`src/rtl/oddeven_pkg.sv`:
```
`default_nettype none
// ============================================================================
//  Module      : oddeven_pkg
//  Description : Shared definitions for the odd/even stride counter:
//                mode encodings, direction constants and the mode type.
//  Revision    : 1.0 - initial parametrised release
// ============================================================================
package oddeven_pkg;

   // Counting modes as presented on the 2-bit mode input
   typedef enum logic [1:0] {
      MODE_EVEN = 2'b00,
      MODE_ODD  = 2'b01,
      MODE_ALL  = 2'b10,
      MODE_RSVD = 2'b11
   } mode_t;

   localparam logic DIR_UP   = 1'b1;
   localparam logic DIR_DOWN = 1'b0;

endpackage
`default_nettype wire

```
`src/rtl/oddeven_next_val.sv`:
```
`default_nettype none
// ============================================================================
//  Module      : oddeven_next_val
//  Description : Combinational next-value generator for the stride counter.
//                Picks a step of 1 or 2 from mode and current parity, applies
//                it in the requested direction and reports boundary crossing.
//  Config      : ODDEVEN_STRIDE_SAT_EN defined -> clamp at the mode limits
//                and raise limit instead of wrapping.
//  Ports       : count      - current counter value
//                mode       - counting mode (EVEN/ODD/ALL/RSVD)
//                dir        - 1 up, 0 down
//                next_count - value after one enabled step
//                crossed    - modular wrap happened (wrapping build only)
//                limit      - step was clamped at a limit (saturating build)
//  Revision    : 1.0 - initial parametrised release
// ============================================================================
module oddeven_next_val
   import oddeven_pkg::*;
#(
   parameter int WIDTH = 16
) (
   input  logic [WIDTH-1:0] count,
   input  mode_t            mode,
   input  logic             dir,
   output logic [WIDTH-1:0] next_count,
   output logic             crossed,
   output logic             limit
);

   logic [WIDTH-1:0] w_step;
   // One extra bit to catch carry (up) or borrow (down)
   logic [WIDTH:0]   w_sum;
`ifdef ODDEVEN_STRIDE_SAT_EN
   logic [WIDTH-1:0] w_hi;
   logic [WIDTH-1:0] w_lo;
`endif

   always_comb begin
      // A count whose parity disagrees with the mode moves by 1 to realign
      case (mode)
         MODE_ALL:  w_step = WIDTH'(1);
         MODE_EVEN: w_step = count[0] ? WIDTH'(1) : WIDTH'(2);
         MODE_ODD:  w_step = count[0] ? WIDTH'(2) : WIDTH'(1);
         default:   w_step = '0;
      endcase

      if (dir == DIR_UP)
         w_sum = {1'b0, count} + {1'b0, w_step};
      else
         w_sum = {1'b0, count} - {1'b0, w_step};

`ifdef ODDEVEN_STRIDE_SAT_EN
      w_hi = (mode == MODE_EVEN) ? {{(WIDTH-1){1'b1}}, 1'b0} : {WIDTH{1'b1}};
      w_lo = (mode == MODE_ODD)  ? WIDTH'(1) : '0;
      crossed = 1'b0;
      // Any crossing lands on the limit of the travel direction; this also
      // pulls an out-of-range realign (e.g. EVEN up from all-ones) inward.
      if (w_sum[WIDTH]) begin
         next_count = (dir == DIR_UP) ? w_hi : w_lo;
         limit      = 1'b1;
      end else begin
         next_count = w_sum[WIDTH-1:0];
         limit      = 1'b0;
      end
`else
      next_count = w_sum[WIDTH-1:0];
      crossed    = w_sum[WIDTH];
      limit      = 1'b0;
`endif
   end

endmodule
`default_nettype wire

```
`src/rtl/oddeven_stride_counter.sv`:
```
`default_nettype none
// ============================================================================
//  Module      : oddeven_stride_counter
//  Description : Parametrised odd/even/all-integer up/down counter with
//                clock enable, parity-forcing parallel load and a registered
//                wrap (or saturation-limit) indication.
//  Config      : ODDEVEN_STRIDE_SAT_EN defined -> count saturates at the mode
//                limits and wrap becomes a level while a step is blocked.
//  Ports       : clk      - rising-edge clock
//                reset_n  - synchronous active-low reset
//                en       - count enable
//                mode     - 00 EVEN, 01 ODD, 10 ALL, 11 hold
//                dir      - 1 up, 0 down
//                load     - parallel load strobe (beats en)
//                load_val - load value, parity forced by mode
//                count    - registered count
//                wrap     - registered wrap pulse / limit flag
//  Revision    : 1.0 - initial parametrised release
// ============================================================================
module oddeven_stride_counter
   import oddeven_pkg::*;
#(
   parameter int WIDTH = 16
) (
   input  logic             clk,
   input  logic             reset_n,
   input  logic             en,
   input  logic [1:0]       mode,
   input  logic             dir,
   input  logic             load,
   input  logic [WIDTH-1:0] load_val,
   output logic [WIDTH-1:0] count,
   output logic             wrap
);

   logic [WIDTH-1:0] r_count;
   logic             r_wrap;
   mode_t            w_mode;
   logic [WIDTH-1:0] w_next;
   logic             w_crossed;
   logic             w_limit;
   logic [WIDTH-1:0] w_load_val;

   assign w_mode = mode_t'(mode);

   oddeven_next_val #(
      .WIDTH (WIDTH)
   ) u_next_val (
      .count      (r_count),
      .mode       (w_mode),
      .dir        (dir),
      .next_count (w_next),
      .crossed    (w_crossed),
      .limit      (w_limit)
   );

   // Loaded value takes the parity of the current mode
   always_comb begin
      case (w_mode)
         MODE_ODD:  w_load_val = load_val | WIDTH'(1);
         MODE_EVEN: w_load_val = load_val & ~WIDTH'(1);
         default:   w_load_val = load_val;
      endcase
   end

   always_ff @(posedge clk) begin
      if (!reset_n) begin
         r_count <= (w_mode == MODE_ODD) ? WIDTH'(1) : '0;
         r_wrap  <= 1'b0;
      end else if (load) begin
         r_count <= w_load_val;
         r_wrap  <= 1'b0;
      end else if (en && (w_mode != MODE_RSVD)) begin
         r_count <= w_next;
         // Only one of these can be set, depending on the build
         r_wrap  <= w_crossed | w_limit;
      end else begin
         r_wrap  <= 1'b0;
      end
   end

   assign count = r_count;
   assign wrap  = r_wrap;

endmodule
`default_nettype wire

```
`config.mk`:
```
export PLATFORM = sky130hd
export DESIGN_NAME = oddeven_stride_counter
export DESIGN_NICKNAME = d
export VERILOG_FILES = /design/src/rtl/oddeven_pkg.sv /design/src/rtl/oddeven_next_val.sv /design/src/rtl/oddeven_stride_counter.sv
export SDC_FILE = /design/constraint.sdc
export NUM_CORES = 1
export LEC_CHECK = 0
export BUFFER_PORTS_ARGS = -buffer_cell sky130_fd_sc_hd__buf_2
export CORE_MARGIN = 1.5
export CORE_UTILIZATION = 40
export DETAILED_ROUTE_END_ITERATION = 6
export GPL_ROUTABILITY_DRIVEN = 0
export PLACE_DENSITY_LB_ADDON = 0.05
export SLEW_MARGIN = 5
export SYNTH_ARGS = -nofsm -noshare
export SYNTH_HDL_FRONTEND = slang
export SYNTH_SLANG_ARGS = --single-unit
```
`constraint.sdc`:
```
create_clock -name clk -period 3.65 [get_ports clk]
set_clock_uncertainty 0.2 [all_clocks]
set_input_delay 0.73 -clock clk [delete_from_list [all_inputs] [get_ports clk]]
set_output_delay 0.73 -clock clk [all_outputs]
set_load 0.03 [all_outputs]
```
==> results.py, run 1 <==
metrics = {
    "placement": {
        "port-buffer-count": 39,
        "dp.final_hpwl_um": 3659,
    },
    "floorplan": {
        "core_um2": 4000,
        "fp.dieW_um": 67.40,
        "rows": 23,
        "start_util": 0.4148,
        "io_pins": 40,
        "die_height_um": 67.40,
        "die_area_um2": 4543,
    },
    "setup_path": {
        "start_kind": "input pin",
        "worstPathCellList": "buf_2 -> or2_2 -> a21oi_2 -> inv_1 -> ha_1 -> mux2_4 -> ha_4 -> nand4b_4 -> a2111oi_4 -> o21bai_2 -> o31ai_1 -> xnor2_1 -> o21ai_1",
        "cp_slowest_cell": "a2111oi_4",
        "critical_path_arrival_ps": 3430,
        "cp-end-kind": "register",
        "path_class": "in2reg",
        "critPathMaxFanout": 3,
        "cp.required_ps": 3470,
        "worstSetupStartpoint": "mode[0]",
        "cp_slowest_stage_delay_ps": 400,
        "r2r_start": "count[0]$_DFFE_PP_",
    },
    "clock_network": {
        "postCtsHoldBufs": 0,
        "clk_latency_ps": 270,
        "cts.clk_slew.worst_paths_ps": 80,
        "numCtsBuffers": 3,
        "htree_num_levels": 1,
        "cts_tree": "done",
        "cts_sinks": 17,
        "cts_root_buffer": "clkbuf_8",
        "cts_max_path_buffers": 2,
    },
    "timing": {
        "hold_viol_final": 0,
        "report.final.slew_viol_count": 0,
        "fmax_mhz": 276.9,
        "relSlewSlack": 0.4741,
        "rsz0062_at_grt": "true",
        "final.setup.tns_ps": 0,
        "finalCritPeriodShare": 0.9893,
        "tightest_slew_ps": 786.9,
        "final-setup-viol-count": 0,
        "period_needed_ps": 3611,
    },
    "detailed_routing": {
        "routed_wl_um": 4889,
        "drt-pass1-iter-count": 5,
        "ant_nets": 0,
        "dr_total_vias": 1710,
        "drt_first_iter_violations": 78,
        "viasPerCell": 5.463,
        "drc_errors": 0,
        "wire_per_inst_um": 15.62,
    },
    "global_routing": {
        "grt_usage": 0.2201,
        "grt.overflow.total": 0,
        "antenna_found_initial": 0,
        "grt_pass1_wl_um": 7458,
        "grt_start_max_net_pins": 21,
        "first_global_vias": 1563,
    },
    "min_path": {
        "holdCritStartpoint": "en",
        "hp-class": "in2reg",
    },
    "synthesis": {
        "syn_area_um2": 1659,
        "synth_top_area_frac": 0.2896,
        "synth_compound_gate_area_share": 0.2579,
        "yosys_most_used_dff": "edfxtp_1",
        "synth_warnings": 0,
        "synth_cells": 191,
        "synth-seq-cells": 17,
        "yosysTopAreaCell": "edfxtp_1",
        "yosysSeqAreaShare": 0.3017,
        "ys_types": 47,
        "yosys-top-cells-area": "edfxtp_1, ha_1, nand2_1",
        "synth_xor_area_frac": 0.05279,
        "synth_edf_count": 16,
        "synth_area_per_cell_um2": 8.686,
        "synthAdderAreaFrac": 0.1327,
        "synth_top_family_by_area": "compound AO/OA/AOI/OAI gates",
        "async_flop_share": 0,
        "yosys.area_share.simple": 0.2059,
        "synth_nets": 231,
        "synth.area.mux_share": 0.01961,
    },
    "cells_and_area": {
        "final_cell_mix": "buf_2, nand2_1, buf_4",
        "n_antenna_cell": 0,
        "multi_input_area_um2": 1167,
        "nNetsFinal": 304,
        "drive_gt1_frac": 0.3536,
        "area_delta_synth_final_pct": 35.14,
        "layout_commonest_cell": "buf_2",
        "nFillCells": 375,
        "seqCellArea_um2": 500.5,
        "fin_util": 0.5605,
    },
    "pwr": {
        "power_leakage_nw": 1.046,
        "p_per_area_nw_per_um2": 427.0,
        "ir_drop_uv": 165.7,
        "total_power_mw": 0.9573,
    },
    "outcome": {
        "outcome": "finished clean",
    },
    "flow_run": {
        "maxCapViolCount": 0,
    },
}
## worst max-delay path, delay by kind of cell
family                     cells  cell delay, ps
and+or+nand+nor                2             400
muxes                          1             300
adders and majority gates      2             570
buffers and inverters          2             160
AOI/OAI and AO/OA              5            1100
xor gates and xnor gates       1             170
## through the flow
step                setup slack [ps]  instances  hold WS, ps  area, µm²
floorplan                      34.42        191        674.5       1667
global placement              -230.1        307        526.6       2138
detailed placement            -231.2        307        568.2       2138
CTS                            17.25        311        515.8       2185
global route                  -47.64        313        542.8       2242
finish                         38.93        313        506.4       2242
## final timing paths
kind,end,slack (ps),cells past startpoint
max reg2reg,count[15]$_SDFFCE_PN0P_,180,12
min,wrap$_SDFF_PP0_,510,3
max,count[15]$_SDFFCE_PN0P_,40,13
min reg2reg,wrap$_SDFF_PP0_,560,4
## repair_timing
item	CTS	global route
resized for setup	0	8
buffers inserted	0	1
setup endpoints to repair	0	5
## flip-flops by register name (all words and copies together) (netlist names)
register and count:
count 16, wrap 1
## synthesized netlist by cell type, types with 4 or more instances
cell	instances
nand2_1	36
o21ai_0	17
edfxtp_1	16
ha_1	16
a21oi_1	14
nor2_1	12
a21o_1	6
and2_1	6
inv_1	6
xnor2_1	6
xor2_1	4
## kinds of logic after synthesis
kind of cell | after synthesis
xor gates and xnor gates | 10
DFF | 17
and+or+nand+nor | 72
muxes | 3
adders and majority gates | 17
AOI/OAI and AO/OA | 61
buffers and inverters | 11
## final cells by class
| cell class | instances | area share |
|---|---|---|
| Clock inverter | 1 | 0.002232 |
| Inverter | 6 | 0.01004 |
| Multi-Input combinational cell | 164 | 0.5206 |
| Clock buffer | 3 | 0.01842 |
| Sequential cell | 17 | 0.2232 |
| Tap cell | 50 | 0.02790 |
| Timing Repair Buffer | 72 | 0.1975 |
## power by group
group | switching, mW | internal, mW
registers | 0.0187 | 0.249
clock network | 0.0839 | 0.0763
logic | 0.294 | 0.235
total | 0.397 | 0.561
## metal layers
| layer | vias up | wire length (µm) | global-route usage |
|---|---|---|---|
| met1 | 813 | 2319 | 0.3086 |
| met4 | 0 | 46 | 0.08418 |
| li1 | 844 | - | - |
| met5 | - | 0 | 0 |
| met3 | 4 | 198 | 0.02000 |
| met2 | 49 | 2324 | 0.3490 |
No activity file was read; power rests on OpenSTA's default activity.
==> run 2: changes to the inputs <==
Settings changed: CORE_ASPECT_RATIO from default to 0.75, CORE_UTILIZATION 40 to 50.
Clock period 3.65 ns to 3.52 ns, I/O delays scaled along.
==> run 2 against run 1 <==
Net effect: combinational power grew 3%; sequential cell count unchanged; critical path depth rose by 3; sequential power up 4%; worst hold slack better by 13 ps; worst setup slack gained 12 ps; wire length shrank 2.4%; highest routed layer unchanged; global-route usage up 5.8 points; register-to-register slack got worse by 30 ps; via count up 2.0%.
==> results.py, run 2 (synthesis gave the netlist of run 1 again) <==
metrics = {
    "clock_network": {
        "cts_root_buffer": "clkbuf_8",
        "numCtsBuffers": 3,
        "htree_num_levels": 1,
        "cts_sinks": 17,
        "postCtsHoldBufs": 0,
        "clk_latency_ps": 260,
        "cts_tree": "done",
        "cts_max_path_buffers": 2,
        "cts.clk_slew.worst_paths_ps": 70,
    },
    "pwr": {
        "total_power_mw": 0.9773,
        "switching_share": 0.4042,
        "ir_drop_uv": 207.6,
        "p_seq_frac": 0.284,
        "p_per_area_nw_per_um2": 430.8,
        "pwr-share-clk": 0.156,
        "p_sw_mw": 0.3950,
        "intPower_mw": 0.5823,
        "power_frac_comb": 0.560,
        "power_leakage_nw": 1.070,
    },
    "global_routing": {
        "grt_usage": 0.2778,
        "first_global_vias": 1682,
        "grt_pass1_wl_um": 7797,
        "antenna_found_initial": 0,
        "grt_start_max_net_pins": 21,
        "grt.overflow.total": 0,
    },
    "floorplan": {
        "die_height_um": 52.89,
        "core_um2": 3042,
        "die_area_um2": 3676,
        "fp.dieW_um": 69.52,
        "start_util": 0.5455,
        "rows": 17,
        "io_pins": 40,
    },
    "cells_and_area": {
        "multi_input_area_um2": 1166,
        "largest_reg_flops": 16,
        "nFillCells": 241,
        "final_cell_mix": "buf_2, buf_4, nand2_1",
        "final_cells": 305,
        "drive_gt1_frac": 0.3633,
        "n_antenna_cell": 0,
        "area_delta_synth_final_pct": 36.73,
        "nNetsFinal": 308,
        "seqCellArea_um2": 500.5,
    },
    "setup_path": {
        "cp.required_ps": 3490,
        "path_class": "in2reg",
        "path_buf_inv": 5,
        "critical_path_arrival_ps": 3440,
        "cp-end-kind": "register",
        "worstPathCellList": "buf_6 -> or2_4 -> a21oi_4 -> inv_1 -> ha_1 -> nor2_4 -> buf_4 -> buf_4 -> ha_1 -> buf_4 -> and4_1 -> o21ai_0 -> a21oi_1 -> o21ai_0 -> nand3_1 -> a211oi_1",
        "crit_family": "compound AO/OA/AOI/OAI gates",
        "start_kind": "input pin",
        "critPathMaxFanout": 7,
        "cp_slowest_cell": "o21ai_0",
        "cpMostUsedCell": "buf_4",
        "cp_slowest_stage_delay_ps": 340,
    },
    "timing": {
        "finalCritPeriodShare": 0.9855,
        "relSlewSlack": 0.4945,
        "period_needed_ps": 3469,
        "fmax_mhz": 288.3,
        "holdWs_ps": 519.1,
        "tightest_slew_ps": 756.4,
        "final-setup-viol-count": 0,
        "report.final.slew_viol_count": 0,
        "hold_viol_final": 0,
    },
    "detailed_routing": {
        "dr_total_vias": 1744,
        "wire_per_inst_um": 15.65,
        "viasPerCell": 5.718,
        "ant_nets": 0,
        "drt_first_iter_violations": 149,
        "drt-pass1-iter-count": 4,
        "drc_errors": 0,
        "routed_wl_um": 4772,
    },
    "placement": {
        "place_inst": 295,
        "port-buffer-count": 39,
        "dp.final_hpwl_um": 3648,
    },
    "outcome": {
        "outcome": "finished clean",
    },
    "min_path": {
        "hp-class": "in2reg",
    },
    "flow_run": {
        "maxCapViolCount": 0,
    },
}
run 2: cell type report:
type,instances,share of cell area
multi-input cells,163,0.5141
well taps,38,0.02096
repair buffers,77,0.2146
flip-flops and latches,17,0.2206
inverters,6,0.009928
clock buffers,4,0.01986
run 2: power groups by stage:
| stage | Combinational, mW | Sequential [mW] | Clock (mW) |
|---|---|---|---|
| floorplan | 0.279 | 0.340 | 0 |
| global placement | 0.508 | 0.280 | 0 |
| detailed placement | 0.523 | 0.282 | 0 |
| CTS | 0.528 | 0.278 | 0.157 |
| global route | 0.598 | 0.281 | 0.163 |
| finish | 0.547 | 0.278 | 0.152 |
run 2: worst paths after layout:
path	from	end	slack [ps]	cells after the start
worst min register to register	count[15]$_SDFFCE_PN0P_	wrap$_SDFF_PP0_	530	4
worst min-delay path	load_val[8]	count[8]$_SDFFCE_PN0P_	520	3
worst max-delay path	mode[0]	wrap$_SDFF_PP0_	50	16
worst max register to register	count[0]$_DFFE_PP_	wrap$_SDFF_PP0_	150	15
run 2: through the flow:
step                      worst slack (ps)  instance area, µm²  TNS, ps  utilization
final                                51.06                2268        0       0.7458
after floorplan                     -19.21                1702   -19.21            -
after CTS                            3.304                2203        0       0.7244
after global placement              -175.0                2158   -614.1       0.7096
after global routing                -2.234                2268   -4.399       0.7458
after detailed placement            -264.9                2158   -951.2       0.7096
run 2: metal layers:
metal,vias to the layer above,track usage,share of wire
met5,-,0,0
li1,852,-,-
met3,6,0.05905,0.087
met4,0,0.07516,0.013
met2,87,0.5032,0.47
met1,799,0.3412,0.43
run 2: repair_timing:
item / 4_1_cts / 5_1_grt
resized for setup: 0 / 4
endpoints found under the setup margin: 0 / 5
buffers inserted: 0 / 6
run 2: worst register-to-register path: cells and delay by family, from the launching register on:
family	cells	cell delay, ps
simple gates	4	770
fa+ha+maj	2	450
buf+inv	4	510
compound gates	5	950
flops	1	400
